## src/rtl/call_stack_pkg.sv

```systemverilog
// Shared sizing for the Fibonacci call stack, its datapath and controller.
// Contents:
//   DefWidth / DefDepth   default word width and number of entries
//   cnt_width()           occupancy width able to hold 0..depth
//   addr_width()          register-file index width
//   stack_op_e            decoded push/pop combination
package call_stack_pkg;

  localparam int unsigned DefWidth = 8;
  localparam int unsigned DefDepth = 16;

  function automatic int unsigned cnt_width(input int unsigned depth);
    return $clog2(depth + 1);
  endfunction

  function automatic int unsigned addr_width(input int unsigned depth);
    return (depth > 1) ? $clog2(depth) : 1;
  endfunction

  typedef enum logic [1:0] {
    OpIdle    = 2'b00,
    OpPop     = 2'b01,
    OpPush    = 2'b10,
    OpReplace = 2'b11
  } stack_op_e;

endpackage

```

## src/rtl/call_stack_if.sv

```systemverilog
// Bus between the datapath (master) and the call stack (slave).
// Signals:
//   clr, push, pop, din                     master -> stack
//   dout, count, empty, full,               stack -> master
//   overflow, underflow, high_water
interface call_stack_if
  import call_stack_pkg::*;
#(
  parameter int unsigned WIDTH = DefWidth,
  parameter int unsigned DEPTH = DefDepth,
  parameter int unsigned CNT_W = cnt_width(DEPTH)
);

  logic             clr;
  logic             push;
  logic             pop;
  logic [WIDTH-1:0] din;
  logic [WIDTH-1:0] dout;
  logic [CNT_W-1:0] count;
  logic             empty;
  logic             full;
  logic             overflow;
  logic             underflow;
  logic [CNT_W-1:0] high_water;

  modport master (
    output clr, push, pop, din,
    input  dout, count, empty, full, overflow, underflow, high_water
  );

  modport slave (
    input  clr, push, pop, din,
    output dout, count, empty, full, overflow, underflow, high_water
  );

endinterface

```

## src/rtl/call_stack_regfile.sv

```systemverilog
// DEPTH x WIDTH storage for the call stack: one synchronous write port and
// one asynchronous read port. Contents are deliberately not reset.
// Ports:
//   clk_i    clock
//   we_i     write enable
//   waddr_i  write index
//   wdata_i  write data
//   raddr_i  read index
//   rdata_o  read data (combinational)
module call_stack_regfile
  import call_stack_pkg::*;
#(
  parameter int unsigned WIDTH = DefWidth,
  parameter int unsigned DEPTH = DefDepth,
  localparam int unsigned AW   = addr_width(DEPTH)
) (
  input  logic             clk_i,
  input  logic             we_i,
  input  logic [AW-1:0]    waddr_i,
  input  logic [WIDTH-1:0] wdata_i,
  input  logic [AW-1:0]    raddr_i,
  output logic [WIDTH-1:0] rdata_o
);

  logic [WIDTH-1:0] mem_q [DEPTH];

  always_ff @(posedge clk_i) begin
    if (we_i) begin
      mem_q[waddr_i] <= wdata_i;
    end
  end

  assign rdata_o = mem_q[raddr_i];

endmodule

```

## src/rtl/call_stack.sv

```systemverilog
// LIFO of spilled recursion frames (flag, n, partial result) for the
// recursive-Fibonacci datapath, with occupancy, full/empty, high-water and
// sticky overflow/underflow status.
// Ports:
//   clk    system clock, rising edge
//   rst_n  asynchronous active-low reset
//   bus    call_stack_if slave: clr/push/pop/din in; dout/count/empty/full/
//          overflow/underflow/high_water out
module call_stack
  import call_stack_pkg::*;
#(
  parameter int unsigned WIDTH = DefWidth,
  parameter int unsigned DEPTH = DefDepth,
  localparam int unsigned CNT_W = cnt_width(DEPTH),
  localparam int unsigned AW    = addr_width(DEPTH)
) (
  input  logic          clk,
  input  logic          rst_n,
  call_stack_if.slave   bus
);

  logic [CNT_W-1:0] count_q, count_d;
  logic [CNT_W-1:0] hw_q, hw_d;
  logic             ovf_q, ovf_d;
  logic             unf_q, unf_d;

  logic             is_empty, is_full;
  logic [CNT_W-1:0] top_idx;
  logic             we;
  logic [AW-1:0]    waddr;
  logic [WIDTH-1:0] rdata;
  stack_op_e        op;

  assign is_empty = (count_q == '0);
  assign is_full  = (count_q == CNT_W'(DEPTH));
  // Only meaningful when not empty; wraps harmlessly otherwise.
  assign top_idx  = count_q - CNT_W'(1);
  assign op       = stack_op_e'({bus.push, bus.pop});

  always_comb begin
    count_d = count_q;
    hw_d    = hw_q;
    ovf_d   = ovf_q;
    unf_d   = unf_q;
    we      = 1'b0;
    waddr   = count_q[AW-1:0];

    if (bus.clr) begin
      count_d = '0;
      hw_d    = '0;
      ovf_d   = 1'b0;
      unf_d   = 1'b0;
    end else begin
      unique case (op)
        OpPush: begin
          if (is_full) begin
            ovf_d = 1'b1;
          end else begin
            we      = 1'b1;
            count_d = count_q + CNT_W'(1);
          end
        end
        OpPop: begin
          if (is_empty) begin
            unf_d = 1'b1;
          end else begin
            count_d = top_idx;
          end
        end
        OpReplace: begin
          we = 1'b1;
          if (is_empty) begin
            // Nothing to replace: acts as a push into slot 0, still flagged.
            unf_d   = 1'b1;
            count_d = CNT_W'(1);
          end else begin
            waddr = top_idx[AW-1:0];
          end
        end
        default: ;
      endcase
      if (count_d > hw_q) begin
        hw_d = count_d;
      end
    end
  end

  always_ff @(posedge clk or negedge rst_n) begin
    if (!rst_n) begin
      count_q <= '0;
      hw_q    <= '0;
      ovf_q   <= 1'b0;
      unf_q   <= 1'b0;
    end else begin
      count_q <= count_d;
      hw_q    <= hw_d;
      ovf_q   <= ovf_d;
      unf_q   <= unf_d;
    end
  end

  call_stack_regfile #(
    .WIDTH (WIDTH),
    .DEPTH (DEPTH)
  ) u_regfile (
    .clk_i   (clk),
    .we_i    (we),
    .waddr_i (waddr),
    .wdata_i (bus.din),
    .raddr_i (top_idx[AW-1:0]),
    .rdata_o (rdata)
  );

  assign bus.dout       = is_empty ? '0 : rdata;
  assign bus.count      = count_q;
  assign bus.empty      = is_empty;
  assign bus.full       = is_full;
  assign bus.overflow   = ovf_q;
  assign bus.underflow  = unf_q;
  assign bus.high_water = hw_q;

endmodule

```

## src/flat_wrapper.sv

```systemverilog
// flat-port wrapper written by rule: the top's interface ports become plain ports
module call_stack_flat import call_stack_pkg::*;
#(
  parameter int unsigned WIDTH = DefWidth,
  parameter int unsigned DEPTH = DefDepth,
  localparam int unsigned CNT_W = cnt_width(DEPTH),
  localparam int unsigned AW    = addr_width(DEPTH)
)
  (clk, rst_n, bus_clr, bus_push, bus_pop, bus_din, bus_dout, bus_count, bus_empty, bus_full, bus_overflow, bus_underflow, bus_high_water);
  call_stack_if #(.WIDTH(WIDTH), .DEPTH(DEPTH)) bus_i ();
  input  logic clk;
  input  logic rst_n;
  input wire logic [$bits(bus_i.clr)-1:0] bus_clr;
  input wire logic [$bits(bus_i.push)-1:0] bus_push;
  input wire logic [$bits(bus_i.pop)-1:0] bus_pop;
  input wire logic [$bits(bus_i.din)-1:0] bus_din;
  output wire logic [$bits(bus_i.dout)-1:0] bus_dout;
  output wire logic [$bits(bus_i.count)-1:0] bus_count;
  output wire logic [$bits(bus_i.empty)-1:0] bus_empty;
  output wire logic [$bits(bus_i.full)-1:0] bus_full;
  output wire logic [$bits(bus_i.overflow)-1:0] bus_overflow;
  output wire logic [$bits(bus_i.underflow)-1:0] bus_underflow;
  output wire logic [$bits(bus_i.high_water)-1:0] bus_high_water;
  assign bus_i.clr = bus_clr;
  assign bus_i.push = bus_push;
  assign bus_i.pop = bus_pop;
  assign bus_i.din = bus_din;
  assign bus_dout = bus_i.dout;
  assign bus_count = bus_i.count;
  assign bus_empty = bus_i.empty;
  assign bus_full = bus_i.full;
  assign bus_overflow = bus_i.overflow;
  assign bus_underflow = bus_i.underflow;
  assign bus_high_water = bus_i.high_water;
  call_stack #(.WIDTH(WIDTH), .DEPTH(DEPTH)) u_core (.clk(clk), .rst_n(rst_n), .bus(bus_i));
endmodule
```

## config.mk

```make
export PLATFORM = sky130hd
export DESIGN_NAME = call_stack_flat
export DESIGN_NICKNAME = d
export VERILOG_FILES = /design/src/rtl/call_stack_pkg.sv /design/src/rtl/call_stack_if.sv /design/src/rtl/call_stack_regfile.sv /design/src/rtl/call_stack.sv /design/src/flat_wrapper.sv
export SDC_FILE = /design/constraint.sdc
export NUM_CORES = 1
export LEC_CHECK = 0
export CAP_MARGIN = 20
export CORE_MARGIN = 2
export CORE_UTILIZATION = 64
export CTS_BUF_LIST = sky130_fd_sc_hd__clkbuf_8 sky130_fd_sc_hd__clkbuf_16
export CTS_CLUSTER_SIZE = 16
export DETAILED_ROUTE_END_ITERATION = 8
export GPL_TIMING_DRIVEN = 0
export MAX_ROUTING_LAYER = met4
export PLACE_DENSITY = 0.94
export SETUP_SLACK_MARGIN = 0.02
export SLEW_MARGIN = 0
export SYNTH_ARGS = -nofsm -noshare
export SYNTH_HDL_FRONTEND = slang
export SYNTH_SLANG_ARGS = --single-unit
```

## constraint.sdc

```tcl
create_clock -name clk -period 5.64 [get_ports clk]
set_input_delay 0.564 -clock clk [delete_from_list [all_inputs] [get_ports clk]]
set_output_delay 0.564 -clock clk [all_outputs]
set_load 0.01 [all_outputs]
```

==> impl_metrics.env <==
export IMPL_cts_buffer_depth=2
export IMPL_setup_viol=0
export IMPL_wl_per_cell_um=27.8
export IMPL_cp_slowest_stage_delay_ns=0.59
export IMPL_power_density_mw_per_mm2=425
export IMPL_worst_slew_pin_transition_ns=0.855
export IMPL_hold_violations=0
export IMPL_timing_final_crit_share_pct=84.3
export IMPL_n_fill_cell=475
export IMPL_fin_nets=431
export IMPL_clk_latency_ns=0.53
export IMPL_synthDistinctLibCells=47
export IMPL_dr_pass1_iters=6
export IMPL_io_buffers=32
export IMPL_clock_sinks=140
export IMPL_synth_top_area_share_pct=63.5
export IMPL_r2r_start="u_core.bus.count[0]"
export IMPL_busiest_layer="met2"
export IMPL_vias=3849
export IMPL_overflow=0
export IMPL_initial_core_util_pct=65.8
export IMPL_synthCells=358
export IMPL_cp_depth=10
export IMPL_routed_wl_um=14800
export IMPL_cp_start_kind="flip-flop"
export IMPL_hold_path_class="input port to asynchronous set/reset pin"
export IMPL_grt_pass1_wl_um=22400
export IMPL_final_common_cell="edfxtp_1"
export IMPL_critical_path_class="flip-flop to output pin"
export IMPL_crit_path_end_kind="output pin"
export IMPL_place_area_mm2=0.00651
export IMPL_arrival_ns=4.19
export IMPL_post_route_util_pct=76.7
export IMPL_reg2reg_slack_ns=1.73
export IMPL_post_cts_buffers=0
export IMPL_mostFrequentLayoutCells="128 x edfxtp_1, 32 x mux4_2, 32 x clkdlybuf4s50_1"
export IMPL_syn_avg_cell_area_um2=16.9
export IMPL_grt_met2_usage_pct=51.1
export IMPL_syn_num_nets=380
export IMPL_grt_use_met1_pct=41.7
export IMPL_fin_crit_ns=4.76
export IMPL_grt_max_degree=17
export IMPL_post_place_ws_ns=1.54
export IMPL_gr_usage_all_layers_pct=32.4
export IMPL_finalMaxSlewViolations=0
export IMPL_cts_root_buf="clkbuf_8"
export IMPL_hold_ws_ns=0.392
export IMPL_die_width_um=101
export IMPL_use_met3_pct=7.25
export IMPL_numCtsBuffers=17
export IMPL_total_leakage_power_uw=0.00232
export IMPL_via_per_inst=7.22
export IMPL_synth_area_mm2=0.00605
export IMPL_ys_warn_count=0
export IMPL_io_pins=35
export IMPL_drt_initial_drc_count=808
export IMPL_synth_area_top_cells="edfxtp_1 64%, mux4_2 12%, dfrtp_1 5.0%, a22oi_1 2.0%, ha_1 1.9%"
export IMPL_drcViolationCount=0
export IMPL_tritoncts="built"
export IMPL_die_area_mm2=0.0103
export IMPL_netlist_top_cell_by_area="edfxtp_1"
export IMPL_antenna_found_initial=0
export IMPL_globalplace_congestion=0.883
export IMPL_fin_area_mm2=0.00705
export IMPL_yosysSeqAreaShare_pct=68.5
export IMPL_fin_tns_setup_ns=0
export IMPL_ff2ff_path_depth=16
export IMPL_cp_cell_sequence="buf_6 -> buf_4 -> inv_1 -> ha_1 -> buf_2 -> buf_1 -> mux4_2 -> a22oi_1 -> a21oi_1 -> clkdlybuf4s50_1"
export IMPL_critPathSlowestCell="buf_1"
export IMPL_area_growth_pct=16.5
export IMPL_status="completed"
export IMPL_r2r_end="u_core.bus.high_water[2]"
export IMPL_drive_above_1_share_pct=20.1
export IMPL_fmax_mhz=210
export IMPL_crit_family="buffers and inverters"
export IMPL_ctsHoldBuffers=0
export IMPL_clkTransAtPathRegs_ns=0.06
export IMPL_rsz0062_at_grt="no"
export IMPL_rows=35
export IMPL_htreeDepth=4
export IMPL_cts_resized=0
export IMPL_drv_cap=0
export IMPL_slew_headroom_pct=42.8
export IMPL_critPathMaxFanout=10
export IMPL_n_antenna_cell=0
export IMPL_crit_required_ns=5.08
export IMPL_worst_slack_ns=0.883
export IMPL_ir_drop_mv=0.277
export IMPL_hpwl_um=8850
export IMPL_synth_seq_cells=140
export IMPL_dieHeight_um=101
export IMPL_fin_worst_skew_ns=0.00807
export IMPL_cp_buffers_inverters=6
export IMPL_grt_pass1_vias=3793
export IMPL_ant_nets=0
export IMPL_coreArea_mm2=0.00920
[per-stage QoR]
step,cells,power (uW)
after floorplan,358,1680
after global placement,501,1920
after detailed placement,501,1950
after CTS,533,2980
after global routing,533,3080
final,533,3000
[synth_stat cells, drive strengths merged]
cell type,count
buf,14
nor2,31
o32ai,4
nor4,1
nor4bb,1
nand2,10
o211a,1
o31ai,2
nor3,2
nand2b,3
mux2,2
ha,9
a21oi,16
clkbuf,5
a41o,1
nand4,5
o21a,2
mux4,32
or3,1
a31oi,1
nand3b,3
xnor2,1
o21ai,9
or2,1
dfrtp,12
o211ai,2
o31a,2
a22oi,16
inv,13
nor2b,7
a211oi,3
nand3,6
and2b,1
mux2i,2
nor3b,1
a22o,3
o2bb2ai,5
edfxtp,128
[state kept, by name, indices dropped and copies added (netlist names)]
name	count
u_core.bus.high_water	5
u_core.bus.count	5
u_core.u_regfile.mem_q	128
u_core.bus.underflow	1
u_core.bus.overflow	1
[logic make-up after synthesis]
| group | after synthesis | share of synthesized area (%) |
|---|---|---|
| compound gates | 67 | 7.96 |
| xor+xnor | 1 | 0.145 |
| flops | 140 | 68.5 |
| fa+ha+maj | 9 | 1.86 |
| mux | 36 | 12.6 |
| buf+inv | 32 | 2.56 |
| simple gates | 73 | 6.39 |
[final cells by class]
type                            instances  area (um2)  share of cell area (%)
Buffer                                 19         106                    1.51
Clock buffer                           17         414                    5.87
Clock inverter                         15         126                    1.79
Inverter                               13        48.8                   0.692
Multi-Input combinational cell        186        1750                    24.9
Sequential cell                       140        4140                    58.8
Tap cell                              111         139                    1.97
Timing Repair Buffer                   32         320                    4.54
[worst register-to-register path: cells and delay by family, from the launching register on]
kind	cells	cell delay [ns]
and+or+nand+nor	5	0.72
buffers and inverters	3	0.60
DFF	1	0.47
adders and majority gates	3	0.95
muxes	2	0.34
AOI/OAI and AO/OA	3	0.71
[how the worst max path moves through the flow]
stage                        start                        to  slack (ns)
4_1_cts        u_core.bus.count[0]               bus_dout[1]        0.88
2_1_floorplan  u_core.bus.count[0]  u_core.bus.high_water[4]        2.40
3_3_place_gp   u_core.bus.count[0]               bus_dout[1]        1.55
6_report       u_core.bus.count[0]               bus_dout[3]        0.88
3_5_place_dp   u_core.bus.count[0]               bus_dout[1]        1.54
5_1_grt        u_core.bus.count[0]               bus_dout[1]        0.77
[report_power, final]
part	switching (uW)	leakage, uW	total (uW)	internal [uW]
Combinational	446	0.000747	777	331
Sequential	21.5	0.00132	1190	1170
Clock	473	0.000259	1030	555
[routing by layer]
metal  up-vias  share of wire, %
met1      1891                35
li1       1552                 -
met3        77               9.8
met4         0               3.9
met5         -                 0
met2       329                51
Power figures use the tool's default switching activity.
